===== src/rtl/id_ex_hazard_reg.sv =====
// ID/EX pipeline register with load-use hazard detection and stall sequencing.
// Holds decode for LD_STALL cycles behind a load and inserts bubbles into execute.
module id_ex_hazard_reg #(
  parameter int unsigned N        = 4,
  parameter int unsigned W        = 32,
  parameter int unsigned LD_STALL = 1
) (
  input  logic         clk,
  input  logic         rst,
  input  logic         valid_D,
  input  logic [N-1:0] RegA_D,
  input  logic [N-1:0] RegB_D,
  input  logic [N-1:0] Rd_D,
  input  logic [W-1:0] OpA_D,
  input  logic [W-1:0] OpB_D,
  input  logic [W-1:0] Imm_D,
  input  logic         regw_D,
  input  logic         memtoreg_D,
  input  logic         memw_D,
  input  logic [2:0]   aluctrl_D,
  input  logic         flush_E,
  output logic [N-1:0] RegA_E,
  output logic [N-1:0] RegB_E,
  output logic [N-1:0] Rd_E,
  output logic [W-1:0] OpA_E,
  output logic [W-1:0] OpB_E,
  output logic [W-1:0] Imm_E,
  output logic         regw_E,
  output logic         memtoreg_E,
  output logic         memw_E,
  output logic         valid_E,
  output logic [2:0]   aluctrl_E,
  output logic         stall_FD
);

  localparam logic [1:0] LD_M1 = 2'(LD_STALL - 1);

  typedef enum logic {
    RUN,
    STALL
  } state_t;

  state_t     state, state_nx;
  logic [1:0] cnt, cnt_nx;
  logic       hz;
  logic       take;

  // A load in execute whose destination feeds either decode source.
  assign hz = (state == RUN) && valid_E && memtoreg_E && regw_E && valid_D &&
              ((Rd_E == RegA_D) || (Rd_E == RegB_D));

  // Next-state, bubble/load select and fetch stall.
  always_comb begin
    state_nx = state;
    cnt_nx   = cnt;
    take     = 1'b0;
    stall_FD = 1'b0;
    if (flush_E) begin
      state_nx = RUN;
      cnt_nx   = 2'd0;
    end else if (state == STALL) begin
      stall_FD = valid_D;
      cnt_nx   = cnt - 2'd1;
      if (cnt <= 2'd1) begin
        state_nx = RUN;
        cnt_nx   = 2'd0;
      end
    end else if (hz) begin
      stall_FD = 1'b1;
      cnt_nx   = LD_M1;
      state_nx = (LD_M1 != 2'd0) ? STALL : RUN;
    end else begin
      take = 1'b1;
    end
    if (rst) stall_FD = 1'b0;
  end

  // State register; a bubble is an all-zero execute stage.
  always_ff @(posedge clk) begin
    if (rst) begin
      state      <= RUN;
      cnt        <= 2'd0;
      RegA_E     <= '0;
      RegB_E     <= '0;
      Rd_E       <= '0;
      OpA_E      <= '0;
      OpB_E      <= '0;
      Imm_E      <= '0;
      regw_E     <= 1'b0;
      memtoreg_E <= 1'b0;
      memw_E     <= 1'b0;
      valid_E    <= 1'b0;
      aluctrl_E  <= 3'd0;
    end else begin
      state <= state_nx;
      cnt   <= cnt_nx;
      if (take) begin
        RegA_E     <= RegA_D;
        RegB_E     <= RegB_D;
        Rd_E       <= Rd_D;
        OpA_E      <= OpA_D;
        OpB_E      <= OpB_D;
        Imm_E      <= Imm_D;
        regw_E     <= regw_D;
        memtoreg_E <= memtoreg_D;
        memw_E     <= memw_D;
        valid_E    <= valid_D;
        aluctrl_E  <= aluctrl_D;
      end else begin
        RegA_E     <= '0;
        RegB_E     <= '0;
        Rd_E       <= '0;
        OpA_E      <= '0;
        OpB_E      <= '0;
        Imm_E      <= '0;
        regw_E     <= 1'b0;
        memtoreg_E <= 1'b0;
        memw_E     <= 1'b0;
        valid_E    <= 1'b0;
        aluctrl_E  <= 3'd0;
      end
    end
  end

endmodule


===== config.mk =====
export PLATFORM = sky130hd
export DESIGN_NAME = id_ex_hazard_reg
export DESIGN_NICKNAME = d
export VERILOG_FILES = /design/src/rtl/id_ex_hazard_reg.sv
export SDC_FILE = /design/constraint.sdc
export NUM_CORES = 1
export LEC_CHECK = 0
export BUFFER_PORTS_ARGS = -buffer_cell sky130_fd_sc_hd__buf_2
export CAP_MARGIN = 5
export CORE_AREA = 2 2 93 95
export CTS_BUF_LIST = sky130_fd_sc_hd__clkbuf_4
export DETAILED_ROUTE_END_ITERATION = 16
export DIE_AREA = 0 0 95 97
export PLACE_DENSITY = 0.8
export SLEW_MARGIN = 15
export SYNTH_ARGS = -nofsm -noshare
export SYNTH_HDL_FRONTEND = slang
export SYNTH_SLANG_ARGS = --single-unit

===== constraint.sdc =====
create_clock -name clk -period 2.24 [get_ports clk]
set_input_delay 0.112 -clock clk [delete_from_list [all_inputs] [get_ports clk]]
set_output_delay 0.112 -clock clk [all_outputs]
set_load 0.02 [all_outputs]

==> results.py <==
metrics = {
    "status": {
        "status": "complete, no violations",
    },
    "critical_path": {
        "path_cells": "xor2_1, nor4_2, o211ai_1, nand2_1, buf_2",
        "crit_path_top_delay_cell": "nor4_2",
        "crit_arrival_ns": 1.94,
        "cp.buffers_inverters": 1,
        "critical_path_class": "register to primary output",
        "crit_family": "simple AND/OR/NAND/NOR gates",
        "required_ns": 2.13,
        "crit_path_max_fanout": 3,
        "worstSetupStartpointType": "register",
        "end_kind": "primary output",
        "cpPeakStageDelay_ns": 0.50,
    },
    "clocking": {
        "clk_pin_slew_worst_paths_ns": 0.10,
        "tritoncts": "done",
        "postCtsSetupBuffers": 0,
        "cts-buffers-inserted": 17,
        "clock_latency_ns": 0.49,
        "cts_sinks": 118,
        "cts_root_buf": "clkbuf_4",
        "clk_path_buf_depth": 2,
        "htreeDepth": 4,
    },
    "global_routing": {
        "grt_pass1_wl_um": 17000,
        "grt_max_degree": 61,
        "grt_usage_pct": 24.4,
        "antenna_found_initial": 0,
        "grt_pass1_vias": 3474,
        "overflow": 0,
    },
    "yosys": {
        "yosysWarnings": 0,
        "syn_area_per_cell_um2": 12.1,
        "synth_top_area_share_pct": 70.1,
        "ys_ff_latch": 118,
        "synth_area_leader_cell": "dfxtp_1",
        "synth_nets": 397,
        "synth_cell_type_count": 17,
        "synth_area_leaders": "dfxtp_1, and3_1, clkbuf_1, xor2_1, buf_6",
        "seq_area_frac_synth_pct": 70.1,
        "syn-cell-area_um2": 3370,
        "syn_inst": 279,
    },
    "finish": {
        "final_area_um2": 6060,
        "diodes": 0,
        "final_nets": 746,
        "drive_above_1_share_pct": 41.8,
        "n_fill_cell": 528,
        "areaGrowthSynthToFinish_pct": 79.7,
    },
    "sta": {
        "fin_worst_skew_ns": 0.0187,
        "fin_crit_ns": 2.06,
        "max_freq_ghz": 0.486,
        "hold_viol_final": 0,
        "worst_slew_pin_slew_ns": 0.478,
        "finalMaxSlewViolations": 0,
        "slew_headroom_pct": 67.9,
        "grt_setup_unrepaired": "no",
        "finalSetupViolations": 0,
        "period_share_pct": 91.8,
        "whs_ns": 0.0624,
        "fin_tns_setup_ns": 0,
    },
    "floorplanning": {
        "row_count": 33,
        "dieArea_um2": 9220,
        "floorplan.initialDensity_pct": 41.4,
        "core_area_um2": 8130,
        "io_pins": 234,
        "die_width_um": 95,
        "die_h_um": 97,
    },
    "pwr": {
        "ir_drop_mv": 0.495,
        "leakagePower_nw": 3.42,
        "p_per_area_nw_per_um2": 700,
    },
    "routing": {
        "drt_first_pass_iters": 5,
        "vias_per_cell": 4.58,
        "drcViolationCount": 0,
        "wl_per_cell_um": 15.4,
        "routed_wl_um": 11400,
        "ant_nets": 0,
        "via_count": 3405,
        "drtIter0Drc": 107,
    },
    "place": {
        "portBuffers": 233,
        "postPlaceCellArea_um2": 4600,
        "place.gp.congestion": 0.719,
        "post-dp-hpwl_um": 6160,
    },
    "hold_path": {
        "holdCritPathClass": "input pin to register",
    },
    "job": {
        "maxCapViolCount": 0,
    },
}
## sequential cells by signal, indices dropped and copies added, names as in the netlist
signal      count
aluctrl_E       3
memw_E          1
regw_E          1
Imm_E          32
RegB_E          4
state           1
OpA_E          32
memtoreg_E      1
RegA_E          4
cnt             2
valid_E         1
Rd_E            4
OpB_E          32
## worst paths after layout
| path | startpoint | end | slack (ns) | cells past startpoint |
|---|---|---|---|---|
| setup / recovery | Rd_E[1]$_SDFF_PP0_ | stall_FD | 0.18 | 5 |
| hold / removal | flush_E | state$_SDFF_PP0_ | 0.06 | 3 |
| setup reg to reg | Rd_E[1]$_SDFF_PP0_ | OpB_E[13]$_SDFF_PP0_ | 0.45 | 5 |
| hold reg to reg | cnt[1]$_SDFFE_PP0P_ | cnt[1]$_SDFFE_PP0P_ | 0.47 | 1 |
## cell usage in the layout (no fill, tap or decap), drive strengths merged, types with 2 or more instances in the layout
master | Yosys | layout
buf | 4 | 237
dfxtp | 118 | 118
dlygate4sd3 | 0 | 117
and3 | 116 | 116
clkbuf | 20 | 17
clkinv | 0 | 9
xor2 | 8 | 8
bufinv | 0 | 3
nor4 | 2 | 2
## per-stage QoR
stage,utilization [%],instances,worst slack [ns],power [mW]
2_1_floorplan,-,279,0.556,2.44
3_3_place_gp,56.6,597,0.506,2.63
3_5_place_dp,56.6,597,0.356,2.64
4_1_cts,74.4,744,0.0421,4.25
5_1_grt,74.5,744,0.0390,4.41
6_report,74.5,744,0.184,4.24
## power by group
part	leakage [nW]	internal (mW)	switching (mW)
registers	0.969	2.18	0.0233
clock network	0.144	0.739	0.729
logic	2.31	0.308	0.261
## layer usage
| metal | GRT usage (%) | share of wire, % | vias to the layer above |
|---|---|---|---|
| li1 | - | - | 1660 |
| met1 | 23.8 | 36 | 1541 |
| met2 | 44.6 | 53 | 173 |
| met3 | 8.02 | 7.8 | 31 |
| met4 | 12.5 | 3.1 | 0 |
| met5 | 0 | 0 | - |
## synth_stat cells, drive strengths merged
| master | count |
|---|---|
| dfxtp | 118 |
| and3 | 116 |
| clkbuf | 20 |
| xor2 | 8 |
| buf | 4 |
| nor4 | 2 |
| a31o | 1 |
| and4 | 1 |
| nand2 | 1 |
| nand2b | 1 |
| nand3 | 1 |
| nor2 | 1 |
| nor2b | 1 |
| nor3 | 1 |
| o2111a | 1 |
| o211ai | 1 |
| o21ai | 1 |
## cell families (layout without fill, tap and decap cells)
| kind of cell | count (synthesis) | in the layout | share of synthesized area, % |
|---|---|---|---|
| DFF | 118 | 118 | 70.1 |
| xor gates and xnor gates | 8 | 8 | 2.08 |
| and+or+nand+nor | 125 | 125 | 23.2 |
| buffers and inverters | 24 | 384 | 3.56 |
| AOI/OAI and AO/OA | 4 | 4 | 1.08 |
## repair_timing
item / 4_1_cts / 5_1_grt
endpoints found under the hold margin: 116 / 0
hold buffers: 117 / 0
gates resized for setup: 1 / 1
pin swaps: 0 / 0
gates cloned: 0 / 0
setup endpoints to repair: 1 / 1
## tightest hold or removal path, delay by kind of cell
family / cells / cell delay (ns)
buffers and inverters: 1 / 0.11
AND/OR/NAND/NOR: 2 / 0.26
## final cells by class
cell class	instances	area [um2]	area share, %
clock buffers	17	128	2.11
flip-flops and latches	118	2360	39.0
clock inverters	13	140	2.31
multi-input cells	137	915	15.1
repair buffers	354	2380	39.3
well taps	105	131	2.17
Power figures use the tool's default switching activity.
